<file path="src/rtl/lcd_write_arbiter.sv">
// lcd_write_arbiter
//   Shares one character-LCD controller between two command producers.
//   After reset it plays the HD44780 power-up sequence, then grants 9-bit
//   commands (RS + byte) round-robin, runs the controller start/done
//   handshake and inserts a settle delay after every completed command.
//
// Ports
//   iCLK, iRST           clock, synchronous active-high reset
//   iREQ0/iCMD0/oACK0    requester 0: valid, {RS,data}, one-cycle capture ack
//   iREQ1/iCMD1/oACK1    requester 1: same roles
//   oLCD_DATA/oLCD_RS    byte and RS presented to the LCD controller
//   oLCD_START           start request, held until iLCD_DONE is seen
//   iLCD_DONE            controller completion flag
//   oREADY               power-up sequence finished (sticky until reset)
//   oBUSY                low only while idle in arbitration
module lcd_write_arbiter #(
  parameter int unsigned DLY_CYCLES = 262142,
  parameter int unsigned DLY_W      = 18
) (
  input  logic       iCLK,
  input  logic       iRST,
  input  logic       iREQ0,
  input  logic [8:0] iCMD0,
  output logic       oACK0,
  input  logic       iREQ1,
  input  logic [8:0] iCMD1,
  output logic       oACK1,
  output logic [7:0] oLCD_DATA,
  output logic       oLCD_RS,
  output logic       oLCD_START,
  input  logic       iLCD_DONE,
  output logic       oREADY,
  output logic       oBUSY
);

  localparam int unsigned CMD_W     = 9;
  localparam int unsigned IDX_W     = 3;
  localparam int unsigned INIT_LAST = 4;

  typedef enum logic [1:0] {
    ST_INIT_ISSUE = 2'd0,
    ST_WAIT_DONE  = 2'd1,
    ST_DELAY      = 2'd2,
    ST_ARB        = 2'd3
  } state_t;

  state_t             state_q, state_d;
  logic [IDX_W-1:0]   idx_q, idx_d;
  logic [DLY_W-1:0]   cnt_q, cnt_d;
  logic [7:0]         lcd_data_q, lcd_data_d;
  logic               lcd_rs_q, lcd_rs_d;
  logic               lcd_start_q, lcd_start_d;
  logic               ack0_q, ack0_d;
  logic               ack1_q, ack1_d;
  logic               ready_q, ready_d;
  logic               busy_q, busy_d;
  logic               last_q, last_d;

  logic               dly_last_c;
  logic               any_req_c;
  logic               grant_c;
  logic [CMD_W-1:0]   grant_cmd_c;
  logic [CMD_W-1:0]   rom_c;
  logic               init_more_c;

  // HD44780 power-up commands: function set, display on, clear, entry mode, home
  function automatic logic [CMD_W-1:0] init_rom(input logic [IDX_W-1:0] idx);
    case (idx)
      3'd0:    return 9'h038;
      3'd1:    return 9'h00C;
      3'd2:    return 9'h001;
      3'd3:    return 9'h006;
      default: return 9'h080;
    endcase
  endfunction

  // Shared decode used by both the next-state and output logic
  always_comb begin
    dly_last_c  = (cnt_q == DLY_W'(DLY_CYCLES - 1));
    any_req_c   = iREQ0 | iREQ1;
    // On a tie the requester not served last wins; otherwise the lone requester
    grant_c     = (iREQ0 & iREQ1) ? ~last_q : iREQ1;
    grant_cmd_c = grant_c ? iCMD1 : iCMD0;
    rom_c       = init_rom(idx_q);
    init_more_c = (idx_q != IDX_W'(INIT_LAST));
  end

  // State and datapath registers
  always_ff @(posedge iCLK) begin
    if (iRST) begin
      state_q     <= ST_INIT_ISSUE;
      idx_q       <= '0;
      cnt_q       <= '0;
      lcd_data_q  <= '0;
      lcd_rs_q    <= 1'b0;
      lcd_start_q <= 1'b0;
      ack0_q      <= 1'b0;
      ack1_q      <= 1'b0;
      ready_q     <= 1'b0;
      busy_q      <= 1'b1;
      last_q      <= 1'b1;
    end else begin
      state_q     <= state_d;
      idx_q       <= idx_d;
      cnt_q       <= cnt_d;
      lcd_data_q  <= lcd_data_d;
      lcd_rs_q    <= lcd_rs_d;
      lcd_start_q <= lcd_start_d;
      ack0_q      <= ack0_d;
      ack1_q      <= ack1_d;
      ready_q     <= ready_d;
      busy_q      <= busy_d;
      last_q      <= last_d;
    end
  end

  // Next-state logic
  always_comb begin
    state_d = state_q;
    case (state_q)
      ST_INIT_ISSUE: state_d = ST_WAIT_DONE;
      ST_WAIT_DONE: begin
        if (iLCD_DONE) state_d = ST_DELAY;
      end
      ST_DELAY: begin
        if (dly_last_c) begin
          // ready_q low means the power-up sequence is still running
          if (!ready_q && init_more_c) state_d = ST_INIT_ISSUE;
          else                         state_d = ST_ARB;
        end
      end
      ST_ARB: begin
        if (any_req_c) state_d = ST_WAIT_DONE;
      end
      default: state_d = ST_INIT_ISSUE;
    endcase
  end

  // Output and datapath logic
  always_comb begin
    idx_d       = idx_q;
    cnt_d       = cnt_q;
    lcd_data_d  = lcd_data_q;
    lcd_rs_d    = lcd_rs_q;
    lcd_start_d = lcd_start_q;
    ack0_d      = 1'b0;
    ack1_d      = 1'b0;
    ready_d     = ready_q;
    last_d      = last_q;
    busy_d      = (state_d != ST_ARB);

    case (state_q)
      ST_INIT_ISSUE: begin
        lcd_rs_d    = rom_c[8];
        lcd_data_d  = rom_c[7:0];
        lcd_start_d = 1'b1;
      end
      ST_WAIT_DONE: begin
        if (iLCD_DONE) begin
          lcd_start_d = 1'b0;
          cnt_d       = '0;
        end
      end
      ST_DELAY: begin
        cnt_d = cnt_q + DLY_W'(1);
        if (dly_last_c && !ready_q) begin
          if (init_more_c) idx_d   = idx_q + IDX_W'(1);
          else             ready_d = 1'b1;
        end
      end
      ST_ARB: begin
        if (any_req_c) begin
          last_d      = grant_c;
          lcd_rs_d    = grant_cmd_c[8];
          lcd_data_d  = grant_cmd_c[7:0];
          lcd_start_d = 1'b1;
          ack0_d      = ~grant_c;
          ack1_d      = grant_c;
        end
      end
      default: ;
    endcase
  end

  assign oLCD_DATA  = lcd_data_q;
  assign oLCD_RS    = lcd_rs_q;
  assign oLCD_START = lcd_start_q;
  assign oACK0      = ack0_q;
  assign oACK1      = ack1_q;
  assign oREADY     = ready_q;
  assign oBUSY      = busy_q;

endmodule

</file>
<file path="config.mk">
export PLATFORM = sky130hd
export DESIGN_NAME = lcd_write_arbiter
export DESIGN_NICKNAME = d
export VERILOG_FILES = /design/src/rtl/lcd_write_arbiter.sv
export SDC_FILE = /design/constraint.sdc
export NUM_CORES = 1
export LEC_CHECK = 0
export BUFFER_PORTS_ARGS = -buffer_cell sky130_fd_sc_hd__buf_2
export CAP_MARGIN = 20
export CORE_ASPECT_RATIO = 1.5
export CORE_MARGIN = 8
export CORE_UTILIZATION = 54
export DETAILED_ROUTE_END_ITERATION = 10
export GPL_ROUTABILITY_DRIVEN = 0
export PLACE_DENSITY_LB_ADDON = 0.2
export SLEW_MARGIN = 15
export SYNTH_ARGS = -nofsm -noshare
export SYNTH_HDL_FRONTEND = slang
export SYNTH_SLANG_ARGS = --single-unit
</file>
<file path="constraint.sdc">
create_clock -name iCLK -period 1.99 [get_ports iCLK]
set_input_delay 0.398 -clock iCLK [delete_from_list [all_inputs] [get_ports iCLK]]
set_output_delay 0.398 -clock iCLK [all_outputs]
set_load 0.01 [all_outputs]
</file>
==> impl_metrics.env, run 1 <==
export IMPL_grt_use_met1_pct=16.9
export IMPL_ys_seq_elements=38
export IMPL_outcome="finished clean"
export IMPL_resized_cells_post_cts=0
export IMPL_floorplan_rows=26
export IMPL_tritoncts="done"
export IMPL_floorplan_die_height_um=89.5
export IMPL_worst_slew_pin_transition_ns=0.599
export IMPL_synth_lib_cells_used_distinct=45
export IMPL_inserted_clock_buffers=5
export IMPL_groute_layer_met3_usage_pct=5.27
export IMPL_gr_util_all_layers_pct=18.8
export IMPL_totalWireLength_mm=4.98
export IMPL_number_of_global_route_vias_before_repair=2006
export IMPL_worst_hold_path_endpoint="oLCD_RS"
export IMPL_hp_class="in2reg"
export IMPL_pre_cts_slack_ns=0.176
export IMPL_avgRoutedWirePerCell_um=15.8
export IMPL_end_kind="flop"
export IMPL_power_static_leakage_nw=0.913
export IMPL_io_buffers=36
export IMPL_critical_path_startpoint_category="flop"
export IMPL_grt_start_max_net_pins=33
export IMPL_core_area_um2=3420
export IMPL_critical_path_class="reg2reg"
export IMPL_clock_sink_count=38
export IMPL_synth_enable_flop_cells=0
export IMPL_holdBufCountCts=0
export IMPL_count_of_final_hold_check_violations=0
export IMPL_synth_adder_area_share_pct=4.50
export IMPL_globalRoute_busiestLayer="met2"
export IMPL_synth_flop_cell="sky130_fd_sc_hd__dfxtp_1"
export IMPL_worst_hold_startpoint="iCMD1[8]"
export IMPL_ys_async_sr_fraction_pct=0
export IMPL_finalPower_mw=1.56
export IMPL_finClkSkew_ns=0.00739
export IMPL_synth_top_family_by_area="simple AND/OR/NAND/NOR gates"
export IMPL_syn_nets=255
export IMPL_post_synth_cell_area_avg_um2=8.64
export IMPL_yosysWarnings=0
export IMPL_n_antenna_cell=0
export IMPL_drt_first_pass_iters=4
export IMPL_rsz0062_at_grt="false"
export IMPL_synth_compound_area_share_pct=21.2
export IMPL_synth_area_top_cells="sky130_fd_sc_hd__dfxtp_1, sky130_fd_sc_hd__a21oi_1, sky130_fd_sc_hd__mux2_2"
export IMPL_clkLatencyLatePin_ns=0.30
export IMPL_fillers=315
export IMPL_min_path_cells=4
export IMPL_die_w_um=65.0
export IMPL_fin_ws_ns=0.140
export IMPL_die_area_um2=5820
export IMPL_yosysTopAreaCell="sky130_fd_sc_hd__dfxtp_1"
export IMPL_vias_per_cell=6.14
export IMPL_drt_drc_violations_left=0
export IMPL_drt_first_iter_violations=88
export IMPL_drv_max_cap_violation_count=0
export IMPL_layout_commonest_cell="sky130_fd_sc_hd__dfxtp_1"
export IMPL_final_cell_mix="sky130_fd_sc_hd__dfxtp_1, sky130_fd_sc_hd__buf_2, sky130_fd_sc_hd__a21oi_1, sky130_fd_sc_hd__nor2_1, sky130_fd_sc_hd__buf_4"
export IMPL_finalMaxSlewViolations=0
export IMPL_setup_worst_path_start="cnt_q[3]"
export IMPL_post_synth_instance_area_um2=1940
export IMPL_netlist_instances=225
export IMPL_design_final_nets=303
export IMPL_initial_utilization_pct=56.9
export IMPL_setup_viol_count_final=0
export IMPL_postLayoutCoreUtil_pct=68.5
export IMPL_post_cts_setup_buffer_count=0
export IMPL_htree_num_levels=2
export IMPL_reg2reg_from="cnt_q[3]"
export IMPL_syn2layout_area_growth_pct=20.4
export IMPL_vias=1940
export IMPL_max_freq_mhz=540
export IMPL_use_met2_pct=36.7
export IMPL_xor_xnor_share_of_the_synthesized_area_pct=0
export IMPL_vdd_ir_drop_max_mv=0.654
export IMPL_synth_simple_gate_area_share_pct=26.4
export IMPL_cts_max_path_buffers=2
export IMPL_worst_path_max_fanout=7
export IMPL_layout_drive_gt1_share_pct=25.5
export IMPL_route_antenna_remaining_nets=0
export IMPL_setup_total_neg_slack_ns=0
export IMPL_setup_reg_to_reg_worst_slack_ns=0.14
export IMPL_top_cell_type_s_share_of_synthesized_area_pct=39.1
export IMPL_global_route_overflow_total=0
export IMPL_layout_worst_path_cycle_share_pct=93.0
export IMPL_placed_cells=308
export IMPL_num_io_pins=37
export IMPL_relSlewSlack_pct=60.1
export IMPL_root_buffer="sky130_fd_sc_hd__clkbuf_8"
export IMPL_worstPathArrival_ns=2.06
export IMPL_critical_path_reg2reg_endpoint="cnt_q[13]"
export IMPL_place_detailed_hpwl_mm=3.71
export IMPL_synth_mux_area_share_pct=5.15
export IMPL_first_pass_grt_wire_length_mm=8.75
export IMPL_ff2ff_path_depth=4
export IMPL_non_filler_cells_final=316
export IMPL_layout_min_cycle_time_ns=1.85
export IMPL_timing_critical_path_required_ns=2.20
export IMPL_synth_sequential_area_ratio_pct=39.1
export IMPL_power_density_cell_area_nw_per_um2=665
export IMPL_clk_pin_slew_ns=0.07
export IMPL_antenna_violations_before_repair=0
-- report_power, final --
| group | internal [mW] | total [mW] | switching [mW] |
|---|---|---|---|
| sequential | 0.786 | 0.803 | 0.0171 |
| clock | 0.279 | 0.553 | 0.274 |
| combinational | 0.0869 | 0.200 | 0.114 |
-- layout make-up --
type,count,area (um^2),share of cell area [%]
timing repair buffer,51,293,12.5
sequential,38,761,32.5
tap,42,52.6,2.24
clock inverter,1,5.00,0.214
clock buffer,7,86.3,3.69
multi-input combinational,169,1110,47.6
inverter,8,30.0,1.28
-- Yosys cell counts, types with 2 or more instances --
cell type                  instances
sky130_fd_sc_hd__clkbuf_1          8
sky130_fd_sc_hd__nand3_1          10
sky130_fd_sc_hd__a22oi_1           3
sky130_fd_sc_hd__inv_1             8
sky130_fd_sc_hd__nand4_1           7
sky130_fd_sc_hd__nand3b_1          3
sky130_fd_sc_hd__or3_1             8
sky130_fd_sc_hd__nor3_1            8
sky130_fd_sc_hd__a211o_1           2
sky130_fd_sc_hd__and4_1            2
sky130_fd_sc_hd__o211ai_1          5
sky130_fd_sc_hd__buf_2             2
sky130_fd_sc_hd__nor2_1           19
sky130_fd_sc_hd__a32o_1            2
sky130_fd_sc_hd__nand2_1           9
sky130_fd_sc_hd__o41ai_1           2
sky130_fd_sc_hd__a21oi_1          20
sky130_fd_sc_hd__dfxtp_1          38
sky130_fd_sc_hd__nor3b_1           3
sky130_fd_sc_hd__a31oi_1           5
sky130_fd_sc_hd__mux2_2            8
sky130_fd_sc_hd__o21ai_0           9
sky130_fd_sc_hd__and2_1            2
sky130_fd_sc_hd__ha_1              7
sky130_fd_sc_hd__o311ai_0          2
sky130_fd_sc_hd__or4_1             5
sky130_fd_sc_hd__and3_1            4
sky130_fd_sc_hd__a211oi_1          2
sky130_fd_sc_hd__nand2b_1          2
sky130_fd_sc_hd__a221oi_1          5
-- worst max-delay path, cell delays in order (launching register included) --
cell and delay, ns:
sky130_fd_sc_hd__dfxtp_1 0.43, sky130_fd_sc_hd__nand4_1 0.25, sky130_fd_sc_hd__or4_1 0.55, sky130_fd_sc_hd__or3_1 0.33, sky130_fd_sc_hd__a31oi_1 0.22
-- per-stage QoR --
| stage | instance area (um^2) | hold slack, ns |
|---|---|---|
| floorplan | 1940 | 0.471 |
| global placement | 2250 | 0.448 |
| detailed placement | 2250 | 0.460 |
| CTS | 2340 | 0.460 |
| global route | 2340 | 0.482 |
| finish | 2340 | 0.464 |
-- worst max path at each step --
stage / endpoint / slack [ns] / cells past startpoint
finish: cnt_q[13] / 0.14 / 4
global route: cnt_q[13] / 0.04 / 4
CTS: cnt_q[13] / 0.16 / 4
detailed placement: cnt_q[13] / 0.18 / 4
global placement: oLCD_DATA[0] / 0.25 / 6
floorplan: cnt_q[16] / 0.26 / 5
-- state kept, by name, summed over array words and instances (netlist names) --
register and count:
oLCD_DATA 8, oREADY 1, oACK1 1, cnt_q 18, idx_q 3, oBUSY 1, oACK0 1, oLCD_RS 1
state_q 2, last_q 1, oLCD_START 1
-- routing by layer --
layer  wire length (um)  vias to the layer above
li1                   -                      952
met1               1910                      912
met4                154                        0
met3                339                       14
met5                  0                        -
met2               2580                       62
-- cell families after synthesis --
kind of cell	after synthesis
simple gates	90
compound gates	63
flops	38
buf+inv	18
mux	9
fa+ha+maj	7
Power figures use the tool's default switching activity.
==> run 2, diff against run 1 <==
--- a/config.mk
+++ b/config.mk
@@ -5,7 +5,7 @@
 export SDC_FILE = /design/constraint.sdc
 export NUM_CORES = 1
 export LEC_CHECK = 0
-export BUFFER_PORTS_ARGS = -buffer_cell sky130_fd_sc_hd__buf_2
+export BUFFER_PORTS_ARGS = -buffer_cell sky130_fd_sc_hd__clkbuf_2
 export CAP_MARGIN = 20
 export CORE_ASPECT_RATIO = 1.5
 export CORE_MARGIN = 8
==> run 2 against run 1 <==
Compared with the run above: hold slack better by 0.0034 ns; clock power is 47% higher; maximum frequency is 3.3% higher; setup slack better by 0.059 ns; register-to-register slack better by 0.06 ns; core utilization is 1.1 points higher; clock-buffer cell count is 1 lower; sequential cell count stayed put.
==> impl_metrics.env, run 2 (synthesized netlist as in run 1, its figures left out) <==
export IMPL_max_freq_mhz=558
export IMPL_setup_worst_path_start="cnt_q[0]"
export IMPL_max_flop_register="cnt_q"
export IMPL_pwr_share_clk_pct=44.7
export IMPL_setup_total_neg_slack_ns=0
export IMPL_drt_first_iter_violations=95
export IMPL_design_final_nets=299
export IMPL_power_static_leakage_nw=0.920
export IMPL_tritoncts="done"
export IMPL_root_buffer="sky130_fd_sc_hd__clkbuf_8"
export IMPL_worst_slew_pin_transition_ns=0.529
export IMPL_die_area_um2=5820
export IMPL_end_kind="flop"
export IMPL_grt_start_max_net_pins=25
export IMPL_vias=1917
export IMPL_layout_min_cycle_time_ns=1.79
export IMPL_globalRoute_busiestLayer="met2"
export IMPL_gr_util_all_layers_pct=18.4
export IMPL_critical_path_class="reg2reg"
export IMPL_io_buffers=36
export IMPL_finalPower_mw=1.81
export IMPL_rsz0062_at_grt="false"
export IMPL_cts_max_path_buffers=2
export IMPL_inserted_clock_buffers=5
export IMPL_critical_path_max_stage_delay_ns=0.44
export IMPL_critical_path_reg2reg_endpoint="cnt_q[16]"
export IMPL_switchingPower_uw=409
export IMPL_htree_num_levels=2
export IMPL_drv_max_cap_violation_count=0
export IMPL_use_met2_pct=31.9
export IMPL_n_antenna_cell=0
export IMPL_totalWireLength_mm=4.88
export IMPL_cp_endpoint="cnt_q[16]"
export IMPL_reg2reg_from="cnt_q[0]"
export IMPL_worstPathArrival_ns=2.01
export IMPL_fin_ws_ns=0.199
export IMPL_final_cell_mix="sky130_fd_sc_hd__dfxtp_1, sky130_fd_sc_hd__clkbuf_2, sky130_fd_sc_hd__a21oi_1, sky130_fd_sc_hd__nor2_1"
export IMPL_outcome="finished clean"
export IMPL_power_density_cell_area_nw_per_um2=763
export IMPL_cpMaxStageDelayCell="sky130_fd_sc_hd__or4_1"
export IMPL_global_route_overflow_total=0
export IMPL_floorplan_die_height_um=89.5
export IMPL_grt_use_met1_pct=19.2
export IMPL_final_cell_area_um2=2380
export IMPL_clk_pin_slew_ns=0.08
export IMPL_layout_drive_gt1_share_pct=25.6
export IMPL_num_io_pins=37
export IMPL_critical_path_startpoint_category="flop"
export IMPL_proportion_of_power_drawn_by_combinational_gates_pct=10.7
export IMPL_die_w_um=65.0
export IMPL_groute_layer_met3_usage_pct=5.52
export IMPL_timing_critical_path_required_ns=2.21
export IMPL_finClkSkew_ns=0.00673
export IMPL_initial_utilization_pct=56.9
export IMPL_cellInternalPower_mw=1.41
export IMPL_setup_reg_to_reg_worst_slack_ns=0.20
export IMPL_placed_inst_area_um2=2230
export IMPL_ff2ff_path_depth=5
export IMPL_hp_class="reg2reg"
export IMPL_first_pass_grt_wire_length_mm=8.60
export IMPL_power_switching_fraction_pct=22.5
export IMPL_relSlewSlack_pct=64.5
export IMPL_layout_worst_path_cycle_share_pct=90.0
export IMPL_vias_per_cell=6.14
export IMPL_clkLatencyLatePin_ns=0.29
export IMPL_worst_path_max_fanout=10
export IMPL_setup_viol_count_final=0
export IMPL_finalMaxSlewViolations=0
export IMPL_largest_register_ff_count=18
export IMPL_number_of_global_route_vias_before_repair=1885
export IMPL_critical_path_n_buffers_inverters=0
export IMPL_route_antenna_remaining_nets=0
export IMPL_floorplan_rows=26
export IMPL_pre_cts_slack_ns=0.135
export IMPL_syn2layout_area_growth_pct=22.3
export IMPL_holdBufCountCts=0
export IMPL_clock_sink_count=38
export IMPL_path_depth=5
export IMPL_drt_drc_violations_left=0
export IMPL_avgRoutedWirePerCell_um=15.6
export IMPL_path_delay_family="simple AND/OR/NAND/NOR gates"
export IMPL_sequentialPowerShare_pct=44.5
export IMPL_core_area_um2=3420
export IMPL_drt_first_pass_iters=4
export IMPL_postLayoutCoreUtil_pct=69.6
export IMPL_count_of_final_hold_check_violations=0
export IMPL_vdd_ir_drop_max_mv=0.717
export IMPL_place_detailed_hpwl_mm=3.67
export IMPL_cells_traversed_along_the_worst_timing_path="ha_1 > nand3b_1 > or4_1 > or3_1 > a21oi_1"
export IMPL_antenna_violations_before_repair=0
==> run 2: worst reg2reg max path, stage by stage (launching register included) <==
cell and delay [ns]:
sky130_fd_sc_hd__dfxtp_2 0.42, sky130_fd_sc_hd__ha_1 0.23, sky130_fd_sc_hd__nand3b_1 0.16, sky130_fd_sc_hd__or4_1 0.44
sky130_fd_sc_hd__or3_1 0.32, sky130_fd_sc_hd__a21oi_1 0.14
==> run 2: per-layer routing <==
metal	up-vias	wire [um]
met5	-	0
met4	0	149
met3	16	348
met2	70	2500
met1	880	1880
li1	951	-
==> run 2: cell type report <==
cell class / instances / area (um^2)
Fill cell: 304 / 1040
Inverter: 8 / 30.0
Clock inverter: 2 / 60.1
Clock buffer: 6 / 82.6
Tap cell: 42 / 52.6
Multi-Input combinational cell: 169 / 1110
Timing Repair Buffer: 47 / 275
Sequential cell: 38 / 763
==> run 2: worst min path at each step <==
stage / startpoint / depth (start not counted) / to / slack, ns
2_1_floorplan: cnt_q[4] / 1 / cnt_q[4] / 0.47
3_3_place_gp: oLCD_DATA[7] / 2 / oLCD_DATA[7] / 0.45
3_5_place_dp: oLCD_DATA[7] / 2 / oLCD_DATA[7] / 0.45
4_1_cts: oLCD_DATA[7] / 2 / oLCD_DATA[7] / 0.46
5_1_grt: oLCD_DATA[7] / 2 / oLCD_DATA[7] / 0.49
6_report: oLCD_DATA[7] / 2 / oLCD_DATA[7] / 0.47
==> run 2: power groups by stage <==
| stage | clock, mW | sequential [mW] | combinational [mW] |
|---|---|---|---|
| after floorplan | 0 | 0.826 | 0.112 |
| after detailed placement | 0 | 0.825 | 0.195 |
| final | 0.811 | 0.808 | 0.195 |
| after global routing | 0.850 | 0.812 | 0.220 |
| after global placement | 0 | 0.823 | 0.191 |
| after CTS | 0.828 | 0.808 | 0.196 |
==> run 2: metrics by stage <==
stage | cells | hold WS, ns
2_1_floorplan | 225 | 0.471
3_3_place_gp | 304 | 0.445
3_5_place_dp | 304 | 0.452
4_1_cts | 312 | 0.464
5_1_grt | 312 | 0.491
6_report | 312 | 0.467
==> run 2: repair_timing <==
action                                 in CTS  in global routing
buffers inserted                            0                  0
endpoints found under the hold margin       0                  0
gates resized for setup                     0                  2
setup endpoints to repair                   0                  1
